===== src/rtl/clk_div_multi.sv =====
// Multi-channel programmable clock/tick divider. Each channel owns a counter,
// an active config and a shadow config that is swapped in at the channel's wrap.

module clk_div_multi_ch #(
   parameter int CNT_W        = 20,
   parameter int DEFAULT_DIV  = 125000,
   parameter int DEFAULT_MODE = 1
) (
   input  logic             clk_i,
   input  logic             rst_i,
   input  logic             en_i,
   input  logic             sync_i,
   input  logic             wr_i,
   input  logic [CNT_W-1:0] wr_div_i,
   input  logic             wr_mode_i,
   output logic             tick_o,
   output logic             clk_out_o,
   output logic             pending_o
);
   typedef struct packed {
      logic [CNT_W-1:0] div;
      logic             mode;
   } cfg_t;

   localparam cfg_t CFG_RST = '{div: CNT_W'(DEFAULT_DIV), mode: 1'(DEFAULT_MODE)};

   logic [CNT_W-1:0] cnt_q, cnt_d;
   cfg_t             act_q, act_d, shd_q, shd_d, wcfg;
   logic             pend_q, pend_d, tick_q, tick_d, clk_q, clk_d;
   logic             wrap;

   assign wcfg.div  = (wr_div_i == '0) ? CNT_W'(1) : wr_div_i;
   assign wcfg.mode = wr_mode_i;
   assign wrap      = (cnt_q == act_q.div - CNT_W'(1));

   always_comb begin
      cnt_d  = cnt_q;
      act_d  = act_q;
      shd_d  = shd_q;
      pend_d = pend_q;
      tick_d = 1'b0;
      clk_d  = clk_q;
      if (sync_i || !en_i) begin
         cnt_d = '0;
         clk_d = 1'b0;
         if (pend_q) begin
            act_d  = shd_q;
            pend_d = 1'b0;
         end
      end else if (wrap) begin
         // the wrap itself is produced with the outgoing mode
         cnt_d  = '0;
         tick_d = 1'b1;
         if (act_q.mode) clk_d = ~clk_q;
         if (pend_q) begin
            act_d  = shd_q;
            pend_d = 1'b0;
            if (!shd_q.mode) clk_d = 1'b0;
         end
      end else begin
         cnt_d = cnt_q + CNT_W'(1);
      end
      // a write on this edge lands after any apply above, so it waits for the next wrap
      if (wr_i) begin
         shd_d = wcfg;
         if (en_i) begin
            pend_d = 1'b1;
         end else begin
            act_d  = wcfg;
            pend_d = 1'b0;
         end
      end
   end

   always_ff @(posedge clk_i) begin
      if (rst_i) begin
         cnt_q  <= '0;
         act_q  <= CFG_RST;
         shd_q  <= CFG_RST;
         pend_q <= 1'b0;
         tick_q <= 1'b0;
         clk_q  <= 1'b0;
      end else begin
         cnt_q  <= cnt_d;
         act_q  <= act_d;
         shd_q  <= shd_d;
         pend_q <= pend_d;
         tick_q <= tick_d;
         clk_q  <= clk_d;
      end
   end

   assign tick_o    = tick_q;
   assign clk_out_o = clk_q;
   assign pending_o = pend_q;
endmodule

module clk_div_multi #(
   parameter  int CH           = 4,
   parameter  int CNT_W        = 20,
   parameter  int DEFAULT_DIV  = 125000,
   parameter  int DEFAULT_MODE = 1,
   localparam int CH_W         = (CH > 1) ? $clog2(CH) : 1
) (
   input  logic             clk_i,
   input  logic             rst_i,
   input  logic [CH-1:0]    en_i,
   input  logic             sync_i,
   input  logic             cfg_we_i,
   input  logic [CH_W-1:0]  cfg_ch_i,
   input  logic [CNT_W-1:0] cfg_div_i,
   input  logic             cfg_mode_i,
   output logic [CH-1:0]    tick_o,
   output logic [CH-1:0]    clk_out_o,
   output logic [CH-1:0]    pending_o
);
   // out-of-range cfg_ch matches no channel index, so such writes fall away
   for (genvar g = 0; g < CH; g++) begin : g_ch
      localparam logic [CH_W-1:0] IDX = CH_W'(g);

      clk_div_multi_ch #(
         .CNT_W       (CNT_W),
         .DEFAULT_DIV (DEFAULT_DIV),
         .DEFAULT_MODE(DEFAULT_MODE)
      ) u_ch (
         .clk_i    (clk_i),
         .rst_i    (rst_i),
         .en_i     (en_i[g]),
         .sync_i   (sync_i),
         .wr_i     (cfg_we_i && (cfg_ch_i == IDX)),
         .wr_div_i (cfg_div_i),
         .wr_mode_i(cfg_mode_i),
         .tick_o   (tick_o[g]),
         .clk_out_o(clk_out_o[g]),
         .pending_o(pending_o[g])
      );
   end
endmodule


===== config.mk =====
export PLATFORM = sky130hd
export DESIGN_NAME = clk_div_multi
export DESIGN_NICKNAME = d
export VERILOG_FILES = /design/src/rtl/clk_div_multi.sv
export SDC_FILE = /design/constraint.sdc
export NUM_CORES = 1
export LEC_CHECK = 0
export ABC_AREA = 1
export ABC_CLOCK_PERIOD_IN_PS = 2950
export CORE_MARGIN = 5
export CORE_UTILIZATION = 58
export DETAILED_ROUTE_END_ITERATION = 6
export PLACE_DENSITY = 0.73
export REMOVE_ABC_BUFFERS = 1
export SKIP_LAST_GASP = 1
export SYNTH_ARGS = -nofsm -noshare
export SYNTH_HDL_FRONTEND = slang
export SYNTH_SLANG_ARGS = --single-unit
export TNS_END_PERCENT = 30

===== constraint.sdc =====
create_clock -name clk_i -period 2.95 [get_ports clk_i]
set_input_delay 0.885 -clock clk_i [delete_from_list [all_inputs] [get_ports clk_i]]
set_output_delay 0.885 -clock clk_i [all_outputs]
set_load 0.01 [all_outputs]

* After elaboration in Yosys (flattened, before gate mapping)
Index checks and enable logic that the tools add are counted.
** Storage, ports and cells
- Bits in registers :: 260
- Word-level logic and storage cells :: 130
- Output and inout port bits :: 12
** Cells by class
- Mux-type cells :: 53
- Add/subtract/negate cells :: 8
- Equal/unequal tests :: 7
- Bitwise gates (word level) :: 4
- Reductions and logical operators :: 26
** Operators by type and width (count)
- $mux 21 :: 20
- $add 20x1->20 const B :: 4
- $eq 20x20->1 :: 4
- $sub 20x1->20 const B :: 4
- $mux 1 :: 32
- $logic_not 20->1 :: 1
- $mux 20 :: 1
- $reduce_bool 3->1 :: 4
- $reduce_or 3->1 :: 4
- $reduce_or 2->1 :: 4
- $eq 2x2->1 const B :: 2
- $logic_and 1x1->1 :: 4
- $logic_not 1->1 :: 4
- $logic_or 1x1->1 :: 4
- $not 1->1 :: 4
- $eq 2x1->1 const B :: 1
- $logic_not 2->1 :: 1

* Depth between registers and ports, before layout
- Word-level depth :: 6
- Depth in mapped cells :: 20
- Mapped depth without buffers :: 18

* Modules after synthesis
A second synthesis with hierarchy kept.
** Unflattened totals
- Cell total of the unflattened synthesis :: 2370
- Area total of the unflattened synthesis :: 15482.3 um2
** By module, submodules not included
- clk_div_multi_ch (g_ch[2].u_ch ...) :: cells an instance 589, sequential area each 1301.2 um2, times used 2, area each 3881.2 um2
- clk_div_multi_ch (g_ch[0].u_ch ...) :: cells an instance 592, sequential area each 1301.2 um2, times used 2, area each 3844.9 um2
- clk_div_multi :: cells an instance 8, sequential area each 0.0 um2, times used 1, area each 30.0 um2

* Worst setup path before layout
No wires, ideal clock.
- Path kind :: flip-flop to flip-flop
- From :: register g_ch[3].u_ch.act_q[1] in the netlist's numbering
- To :: register g_ch[3].u_ch.cnt_q[9]
- Data arrival time :: 1.975 ns
- Stages on the path, launching flop included :: 17
- Period minus slack after synthesis :: 2.112 ns
- Required time :: 2.813 ns
- Slack :: 0.838 ns
- Cell sequence :: dfxtp_1 > inv_2 > ha_1 > nand3_2 > nor2_4 > nand2_1 > nor2_1 > nand3b_1 > nand2_1 > nand2_1 > nor2_2 > nand3_4 > nand2_4 > inv_2 > nand2_1 > buf_6 > nor3b_2
** On the way
- Word-level cells in the longest chain between the ends :: 3
** Ends and longest elaborated chain
- from (decl) :: line 28 : cfg_t act_q, act_d, shd_q, shd_d, wcfg;
- from (signal assigned) :: line 85 : act_q <= act_d;
- $sub 20x1->20 :: line 34 : assign wrap = (cnt_q == act_q.div - CNT_W'(1));
- $eq 20x20->1 :: line 34
- $reduce_or 3->1 (no source line)
- to (signal assigned) :: line 84 : cnt_q <= cnt_d;
- to (decl) :: line 27 : logic [CNT_W-1:0] cnt_q, cnt_d;
Every way passes these cells.
A chain may end at the register's enable or synchronous reset.

* Final worst setup path
Ends and elaborated chain as after synthesis.

==> summary.txt <==
CTS resizes: 0
Vias per inst: 5.67
Leakage: 7.52 nW
Seq/Total Area, Yosys: 34.0%
Met3 Use GR: 3.52%
Core Rows: 59
I/O pins: 43
Post-synth ARST share: 0%
Initial core utilization: 58.8%
Routed len/inst: 16.4 µm
Worst min path class: reg2reg
Critical path's slowest cell: dfxtp_1
RSZ-0062 raised after global routing: no
N_diodes: 0
Initial antenna violation count: 1
Combinational family with the most area after synthesis: simple AND/OR/NAND/NOR gates
Critical Path RT: 3.35 ns
H-tree depth: 1
Worst Tran Pin Value: 1.06 ns
Port buffer count: 42
Synth Area in Compound Gates: 11.9%
Clock transition at the registers of the reported paths: 0.06 ns
Cell accounting for the most synthesized area: dfxtp_1
Clock sink count: 260
Placed cells: 2,671
Worst path arrival time: 3.10 ns
DR vias: 15,400
Grt peak-use layer: met2
Met2 Resource Use GR: 48.6%
Worst vdd ir: 0.512 mV
Multiplexer share of the synthesized area: 0%
Synth Area in Adders: 0.654%
Clock skew: 0.0114 ns
Max-slew violations: 0
CP max stage delay: 0.38 ns
Vias in the first global route: 14,100
Largest net degree at the start of global routing: 43
Global routing usage on met1: 40.1%
Dpl ws: 0.223 ns
Layout Cells excl Fill: 2,722
Iter 0 DRT Violations: 1,423
Hold_buf cts: 0
Worst path cell trace: inv_2 -> ha_1 -> nand3_2 -> nor2_4 -> nand3_1 -> nand2_1 -> nand2_1 -> nand2_1 -> nand3_1 -> nor2_1 -> nand3_4 -> nand2_4 -> inv_2 -> nand2_1 -> buf_4 -> nor3b_2
Commonest non-fill, non-tap cell in the layout: nand2_1
Clk root buf: clkbuf_16
Die width: 172 µm
Worst path top cell family by delay: simple AND/OR/NAND/NOR gates
Fin util: 65.1%
Final Hold Fails: 0
All-Layer GR Usage: 29.4%
Seq cells post-synth: 260
Final ANT Viol Nets: 0
Fill cell count: 2,408
Maximum fanout along the worst path: 20
DP Area: 16,100 µm²
CTS tree: done
Peak Freq: 0.371 GHz
Slew margin rel.: 29.4%
WP buf/inv: 3
Share of the synthesized area in the top cell type: 34.0%
Die area: 29,700 µm²
GR Overflow Total: 0
Most frequent cells in the layout: nand2_1, dfxtp_1, nor2_1
Post-DP HPWL: 31.1 mm
Global-route wire length before repair: 71.7 mm
Fin crit period: 2.70 ns
Share of layout cells above drive strength 1: 8.55%
Avg Cell Area, Syn: 6.51 µm²
Synth warnings: 0
Syn Inst Count: 2,352
Max-Cap Viols: 0
CP most frequent cell: nand2_1
Clock Latency Late Sink: 0.55 ns
P per Cell Area: 500 nW/µm²
CTS buffer count: 29
Synthesized area: 15,300 µm²
Syn-to-layout area delta: 10.9%
Final period util: 91.5%
Critical path launch point type: register
Cell area after layout: 17,000 µm²
Drt first pass iters: 6
Worst Setup Slack, final: 0.252 ns
Final WL: 44.6 mm
Top_reg_cell synth: dfxtp_1
Core area: 26,100 µm²
Routability cong.: 0.947
Post-synthesis simple-gate area fraction: 38.2%
Post-synth EDFFs: 0
CP endpoint kind: register
Die height: 172 µm
Outcome: finished clean
Synth top area cells: dfxtp_1, nand2_1, nand3_1
Total Power: 8.49 mW
Post CTS Setup Buffer Count: 0
Cell variety after synth: 49
DRC viols: 0
Nets: 2,406
Final setup violating endpoints: 0
XOR/XNOR Fraction of Synth Area: 5.78%
Setup CP Type: reg2reg
CTS Buffer Depth: 3
[state kept, by name, summed over array words and instances, names as in the netlist]
name                 flops
g_ch.u_ch.shd_q         84
g_ch.u_ch.tick_o         4
g_ch.u_ch.cnt_q         80
g_ch.u_ch.clk_out_o      4
g_ch.u_ch.act_q         84
g_ch.u_ch.pending_o      4
[path summary, 6_finish.rpt]
check                               from                     end  slack (ns)  cells past startpoint
setup / recovery   g_ch[3].u_ch.act_q[1]   g_ch[3].u_ch.cnt_q[9]        0.25                     16
setup reg to reg   g_ch[3].u_ch.act_q[1]   g_ch[3].u_ch.cnt_q[9]        0.25                     16
hold reg to reg   g_ch[2].u_ch.shd_q[15]  g_ch[2].u_ch.shd_q[15]        0.46                      2
hold / removal    g_ch[2].u_ch.shd_q[15]  g_ch[2].u_ch.shd_q[15]        0.46                      2
[power breakdown]
| part | switching (mW) | internal, mW |
|---|---|---|
| clock | 1.46 | 2.07 |
| combinational | 0.746 | 0.416 |
| sequential | 0.141 | 3.65 |
| total | 2.35 | 6.14 |
[worst register-to-register path: stages (launching register included)]
cell and delay, ns:
dfxtp_1 0.38, inv_2 0.13, ha_1 0.23, nand3_2 0.20
nor2_4 0.19, nand3_1 0.13, nand2_1 0.10, nand2_1 0.05
nand2_1 0.08, nand3_1 0.08, nor2_1 0.19, nand3_4 0.12
nand2_4 0.15, inv_2 0.08, nand2_1 0.10, buf_4 0.29
nor3b_2 0.08
[final cells by class]
class,count,area [µm²],area share (%)
Multi-Input combinational cell,1748,8670,51.1
Tap cell,335,419,2.47
Clock inverter,10,104,0.612
Timing Repair Buffer,104,921,5.43
Clock buffer,41,811,4.78
Sequential cell,260,5200,30.7
Inverter,224,841,4.95
[Yosys cell counts (4+ instances only)]
cell type and n:
nand3_2 7, inv_1 202, buf_4 15, nor2_2 15
buf_6 7, buf_1 10, buf_2 11, inv_2 20
nand3_1 247, nor4_1 10, or2_2 8, dfxtp_1 260
clkbuf_1 74, a21oi_1 156, nand2_1 622, nor2_1 252
and3_1 4, xnor2_1 43, xor2_1 58, nand2_2 9
nor2_4 12, nor3_1 26, nand3b_1 14, ha_1 8
o211ai_1 20, o21ai_0 136, a31oi_1 5, o21ai_1 8
nand4_1 33, nor3b_2 6, o21bai_1 8, nor3b_1 15
[metal layers]
layer | share of wire [%] | up-vias
li1 | - | 7627
met1 | 42 | 7042
met2 | 46 | 651
met3 | 8.3 | 112
met4 | 3.9 | 2
met5 | 0.029 | -
[per-stage QoR]
step	TNS [ns]	hold WS [ns]
finish	0	0.457
global route	0	0.480
detailed placement	0	0.438
global placement	0	0.435
CTS	0	0.453
floorplan	-37.48	0.420
[cells by family (layout without fill, tap and decap cells)]
kind of cell / count (synthesis) / in the layout
and+or+nand+nor: 1298 / 1298
buffers and inverters: 344 / 379
AOI/OAI and AO/OA: 341 / 341
DFF: 260 / 260
xor gates and xnor gates: 101 / 101
adders and majority gates: 8 / 8
Power figures use the tool's default switching activity.
